## src/rtl/instr_fetch_unit_pkg.sv

```systemverilog
// Shared ISA definitions for the fetch unit: NOP encoding, branch address field
// and PCLATH page bits, plus the PC source selection used by the top.
package instr_fetch_unit_pkg;

  localparam logic [13:0] NOP_ENC        = 14'h0000;
  localparam int          ADDR_FIELD_MSB = 10;
  localparam int          ADDR_FIELD_LSB = 0;
  localparam int          PAGE_MSB       = 4;
  localparam int          PAGE_LSB       = 3;
  localparam int          TARGET_WIDTH   = (PAGE_MSB - PAGE_LSB + 1) + (ADDR_FIELD_MSB - ADDR_FIELD_LSB + 1);

  typedef enum logic [2:0] {
    PC_HOLD,
    PC_INCR,
    PC_JUMP,
    PC_CALL,
    PC_RET
  } pc_sel_e;

  // RETURN wins over CALL, which wins over GOTO, which wins over increment.
  function automatic pc_sel_e pc_select(input logic ret, input logic call,
                                        input logic jump, input logic incr);
    if (ret)       return PC_RET;
    else if (call) return PC_CALL;
    else if (jump) return PC_JUMP;
    else if (incr) return PC_INCR;
    else           return PC_HOLD;
  endfunction

  function automatic logic [TARGET_WIDTH-1:0] jump_target(input logic [4:0]  pclath,
                                                          input logic [13:0] instr);
    return {pclath[PAGE_MSB:PAGE_LSB], instr[ADDR_FIELD_MSB:ADDR_FIELD_LSB]};
  endfunction

endpackage

```

## src/rtl/instr_fetch_unit_return_stack.sv

```systemverilog
// Circular hardware return stack with silent pointer wrap. Build with
// INSTR_FETCH_STACK_FLAGS_EN to add the entry-count tracker and sticky flags.
module return_stack #(
  parameter int DEPTH = 8,
  parameter int WIDTH = 13
) (
  input  logic             clk,
  input  logic             rst,
  input  logic             push,
  input  logic             pop,
  input  logic [WIDTH-1:0] push_data,
  output logic [WIDTH-1:0] top,
  output logic             ovf,
  output logic             unf
);

  localparam int PTR_W = $clog2(DEPTH);
  localparam logic [PTR_W-1:0] PTR_ONE = PTR_W'(1);

  logic [WIDTH-1:0] mem [DEPTH];
  logic [PTR_W-1:0] ptr;
  logic [PTR_W-1:0] ptr_dec;

  assign ptr_dec = ptr - PTR_ONE;
  assign top     = mem[ptr_dec];

  always_ff @(posedge clk or posedge rst) begin
    if (rst) begin
      ptr <= '0;
      for (int i = 0; i < DEPTH; i++) mem[i] <= '0;
    end else if (pop) begin
      ptr <= ptr_dec;
    end else if (push) begin
      mem[ptr] <= push_data;
      ptr      <= ptr + PTR_ONE;
    end
  end

`ifdef INSTR_FETCH_STACK_FLAGS_EN
  localparam logic [PTR_W:0] COUNT_FULL = (PTR_W + 1)'(DEPTH);
  localparam logic [PTR_W:0] COUNT_ONE  = (PTR_W + 1)'(1);

  logic [PTR_W:0] count;

  // The count saturates; running past either end only raises the sticky flag.
  always_ff @(posedge clk or posedge rst) begin
    if (rst) begin
      count <= '0;
      ovf   <= 1'b0;
      unf   <= 1'b0;
    end else if (pop) begin
      if (count == '0) unf <= 1'b1;
      else             count <= count - COUNT_ONE;
    end else if (push) begin
      if (count == COUNT_FULL) ovf <= 1'b1;
      else                     count <= count + COUNT_ONE;
    end
  end
`else
  assign ovf = 1'b0;
  assign unf = 1'b0;
`endif

endmodule

```

## src/rtl/instr_fetch_unit.sv

```systemverilog
// Program counter, instruction register and return stack feeding the decoder.
// Optional macro INSTR_FETCH_STACK_FLAGS_EN enables stack_ovf/stack_unf.
module instr_fetch_unit
  import instr_fetch_unit_pkg::*;
#(
  parameter int          PC_WIDTH    = 13,
  parameter int          STACK_DEPTH = 8,
  parameter logic [13:0] NOP_WORD    = NOP_ENC
) (
  input  logic                clk,
  input  logic                rst,
  output logic [PC_WIDTH-1:0] prog_addr,
  input  logic [13:0]         prog_data,
  input  logic                instr_rd_en,
  input  logic                instr_flush,
  input  logic                pc_incr_en,
  input  logic                pc_j_en,
  input  logic                pc_call_en,
  input  logic                pc_ret_en,
  input  logic [4:0]          pclath,
  output logic [13:0]         instr_current,
  output logic [PC_WIDTH-1:0] pc,
  output logic                stack_ovf,
  output logic                stack_unf
);

  pc_sel_e             pc_sel;
  logic [PC_WIDTH-1:0] target;
  logic [PC_WIDTH-1:0] stack_top;
  logic                push;

  assign pc_sel    = pc_select(pc_ret_en, pc_call_en, pc_j_en, pc_incr_en);
  assign target    = PC_WIDTH'(jump_target(pclath, instr_current));
  assign push      = (pc_sel == PC_CALL);
  assign prog_addr = pc;

  // pc already points at the word after the CALL, so it is pushed as-is.
  return_stack #(
    .DEPTH (STACK_DEPTH),
    .WIDTH (PC_WIDTH)
  ) u_stack (
    .clk       (clk),
    .rst       (rst),
    .push      (push),
    .pop       (pc_ret_en),
    .push_data (pc),
    .top       (stack_top),
    .ovf       (stack_ovf),
    .unf       (stack_unf)
  );

  always_ff @(posedge clk or posedge rst) begin
    if (rst) begin
      pc <= '0;
    end else begin
      case (pc_sel)
        PC_RET:  pc <= stack_top;
        PC_CALL: pc <= target;
        PC_JUMP: pc <= target;
        PC_INCR: pc <= pc + PC_WIDTH'(1);
        default: pc <= pc;
      endcase
    end
  end

  always_ff @(posedge clk or posedge rst) begin
    if (rst)              instr_current <= NOP_WORD;
    else if (instr_flush) instr_current <= NOP_WORD;
    else if (instr_rd_en) instr_current <= prog_data;
  end

endmodule

```

## config.mk

```make
export PLATFORM = sky130hd
export DESIGN_NAME = instr_fetch_unit
export DESIGN_NICKNAME = d
export VERILOG_FILES = /design/src/rtl/instr_fetch_unit_pkg.sv /design/src/rtl/instr_fetch_unit_return_stack.sv /design/src/rtl/instr_fetch_unit.sv
export SDC_FILE = /design/constraint.sdc
export NUM_CORES = 1
export LEC_CHECK = 0
export CORE_UTILIZATION = 30
export DETAILED_ROUTE_END_ITERATION = 16
export HOLD_SLACK_MARGIN = 0.02
export MAX_ROUTING_LAYER = met4
export SETUP_SLACK_MARGIN = 0.05
export SYNTH_ARGS = -nofsm -noshare
export SYNTH_HDL_FRONTEND = slang
export SYNTH_SLANG_ARGS = --single-unit
export TNS_END_PERCENT = 5
```

## constraint.sdc

```tcl
create_clock -name clk -period 6.5 [get_ports clk]
set_input_delay 1.625 -clock clk [delete_from_list [all_inputs] [get_ports clk]]
set_output_delay 1.625 -clock clk [all_outputs]
set_load 0.01 [all_outputs]
```

==> summary.txt <==
Yosys
  • Syn Area/Cell: 13.31 um^2
  • Syn Inst Count: 493
  • Simple-gate share of the synthesized area: 0.05834
  • Synth area leader: dfrtp_1
  • Mux cell area share after synthesis: 0.2984
  • Post-synth top area share: 0.5110
  • Largest family of logic cells by synthesized area: multiplexers
  • Synth Area in Compound Gates: 0.05453
  • Sequential area share after synthesis: 0.5110
  • Post-synth EDFFs: 0
  • Seq cells post-synth: 134
  • Most common flop cell mapped by yosys: dfrtp_1
  • Synth warn: 0
  • Synthesized area: 6563 um^2
  • Asr flop ratio synth: 1.000
  • Post-synthesis xor/xnor area fraction: 0.01354
  • Synth area leaders: dfrtp_1 (51%), mux2_2 (17%), mux4_1 (5.2%)
  • Netlist cell types: 51
  • Post-Synth Adder-Cell Area: 0.005720

Critical path
  • Crit path max fanout: 22
  • WS Path Type: input pin to flip-flop
  • Critical Path RT: 6.79 ns
  • Crit path DAT: 4.08 ns
  • Worst setup SP type: input pin
  • RR Startpoint: u_stack.ptr[0]$_DFFE_PP0P_
  • Worst Setup SP: pc_ret_en
  • Critical path endpoint category: flip-flop

Routing
  • Met1 WL: approximately 7000 um
  • Final ANT Viol Nets: 0
  • Highest routed layer: met4
  • DRC errors left: 0
  • Wire length on met2: 7346 um
  • DR vias/cell: 5.201
  • Final wirelength: 15120 um
  • TritonRoute pass-1 iters: 5
  • WL/cell: 18.58 um
  • Met3 WL post-DR: 643 um
  • DR iter-0 viols: 251
  • Vias: 4234

Layout
  • Post-route design area: 7792 um^2
  • Footprint of the multi-input gates: 2851 um^2
  • Commonest non-fill, non-tap cell in the layout: dfrtp_1
  • NumNets Final: about 560
  • Seq. cell area: 3353 um^2
  • Diodes inserted: 0
  • Share of layout cells above drive strength 1: 0.2839
  • Layout area overhead: 18.74%
  • Fillers: ~2000
  • Commonest cells after routing, fill and taps aside: dfrtp_1 (134), mux2_2 (100), clkdlybuf4s50_1 (63)

Floorplan
  • Row count: 53
  • Chip width: between 100 and 150 um
  • Die ar.: 22470 um^2
  • Die height: 149.9 um
  • Core region area: 21220 um^2
  • Initial core utilization: 0.3093
  • IO Pins: 69

Timing
  • Final period utilization: 0.5827
  • Fmax: 264.0 MHz
  • Fin Setup TNS: 0 ns
  • Clock Skew: 0.007026 ns
  • Final setup viols: 0
  • Final hold vios: 0
  • Minimum clock period: approximately 3.8 ns
  • Slew HR: 0.2145
  • RSZ-0062 raised after global routing: false
  • Final slew viol count: 0
  • Worst slew pin tran: 1.176 ns

Run status
  • Status: finished clean

CTS
  • CTS tree: built
  • Hold buffer count at cts: 0
  • Clock buffer depth: 2
  • Total CTS buffers: 17
  • H-tree Lvls: 4
  • CTS root buf: clkbuf_16
  • Setup Fix Bufs, Post-CTS: 0
  • Post-CTS Resized: 0
  • Clock-pin slew on the worst setup and hold paths: 0.05 ns
  • Clock Latency Late Sink: 0.41 ns
  • # clock sinks: 134

Power
  • IR drop worst, VDD: 0.2804 mV
  • Sw power: 1.213 mW
  • Pwr Density: between 400 and 500 nW/um^2
  • Switching Fraction: 0.3305
  • Cell internal pwr: 2.457 mW
  • Flop pwr share: 0.389
  • Comb power frac: 0.370
  • P_leak: 3.471 nW
  • Clock Power Share: 0.241

Global route
  • GRT Util Overall: 0.1486
  • Initial antenna violation count: 0
  • Overflow after GRT: 0
  • Vias in the first global route: 4393
  • Global-route wire length before repair: 24400 um
  • Pin count of the biggest net entering global routing: 63

Placed design
  • Final GP Congestion: 0.8272
  • Port bufs: 63
  • Dpl hpwl: 9717 um
  • Area post-placement: around 7200 um^2

Min path
  • Hold Crit Start: u_stack.mem[95]$_DFFE_PP0P_
  • Min-delay worst type: flip-flop to flip-flop

Run
  • Max cap viols: 0
## worst max-delay path, stage by stage
cell,delay [ns]
clkdlybuf4s50_1,0.40
buf_4,0.21
and2b_1,0.30
and2_1,0.22
nand3_1,0.74
mux2_2,0.57
## cell families (layout without fill, tap and decap cells)
| logic type | Yosys count | after routing |
|---|---|---|
| simple gates | 84 | 84 |
| other cells | 1 | 2 |
| flops | 134 | 134 |
| fa+ha+maj | 3 | 3 |
| mux | 147 | 147 |
| xor+xnor | 8 | 8 |
| buf+inv | 61 | 106 |
| compound gates | 55 | 55 |
## registers in the layout, indices dropped and copies added, names as in the netlist
name,count
u_stack.mem,104
pc,13
instr_current,14
u_stack.ptr,3
## Yosys cell counts, types with 3 or more instances
master,number
nand3_1,9
nand4_1,3
dfrtp_1,134
o22a_1,3
mux4_1,13
a31oi_1,7
a211oi_1,4
mux2_2,100
nor3_1,3
buf_2,7
mux2i_1,22
clkbuf_1,20
buf_4,17
o21ai_0,13
inv_1,6
xor2_1,3
a21oi_1,8
buf_6,5
mux4_2,12
ha_1,3
and3_1,5
o21a_1,4
nor2_1,35
xnor2_1,4
nand2_1,19
## layer usage
| metal | vias up | track usage |
|---|---|---|
| met4 | 0 | 0.05808 |
| met2 | 128 | 0.2375 |
| met1 | 2225 | 0.1827 |
| met5 | - | - |
| li1 | 1859 | - |
| met3 | 22 | 0.03262 |
## power groups by stage
| stage | combinational, mW | clock (mW) | sequential, mW |
|---|---|---|---|
| after floorplan | 1.17 | 0 | 1.30 |
| after global placement | 1.34 | 0 | 1.40 |
| after detailed placement | 1.37 | 0 | 1.44 |
| after CTS | 1.37 | 0.901 | 1.42 |
| after global routing | 1.46 | 0.938 | 1.48 |
| final | 1.36 | 0.883 | 1.43 |
## area by class of cell
cell class,count,share of cell area
Timing Repair Buffer,69,0.08671
Tap cell,275,0.04416
Multi-Input combinational cell,299,0.3659
Clock inverter,9,0.01012
Inverter,6,0.003211
Clock buffer,22,0.05957
Sequential cell,134,0.4303
## path summary, 6_finish.rpt
kind                                                to  cells past startpoint  slack, ns
max in group asynchronous   u_stack.mem[5]$_DFFE_PP0P_                      3       3.76
min in group asynchronous  u_stack.mem[52]$_DFFE_PP0P_                      2       1.58
max                        u_stack.mem[39]$_DFFE_PP0P_                      6       2.71
max reg2reg                         pc[10]$_DFFE_PP0P_                      8       2.76
min reg2reg                u_stack.mem[95]$_DFFE_PP0P_                      2       0.48
min                        u_stack.mem[95]$_DFFE_PP0P_                      2       0.48
## through the flow
stage	total power, mW	hold slack (ns)	utilization	cells	setup slack, ns
floorplan	2.470	0.4419	-	494	1.292
global placement	2.742	0.4558	0.3416	783	2.361
detailed placement	2.806	0.4715	0.3416	783	2.313
CTS	3.700	0.4831	0.3672	814	2.630
global route	3.883	0.5078	0.3672	814	2.574
finish	3.671	0.4833	0.3672	814	2.712
(Power assumes the default switching activity.)
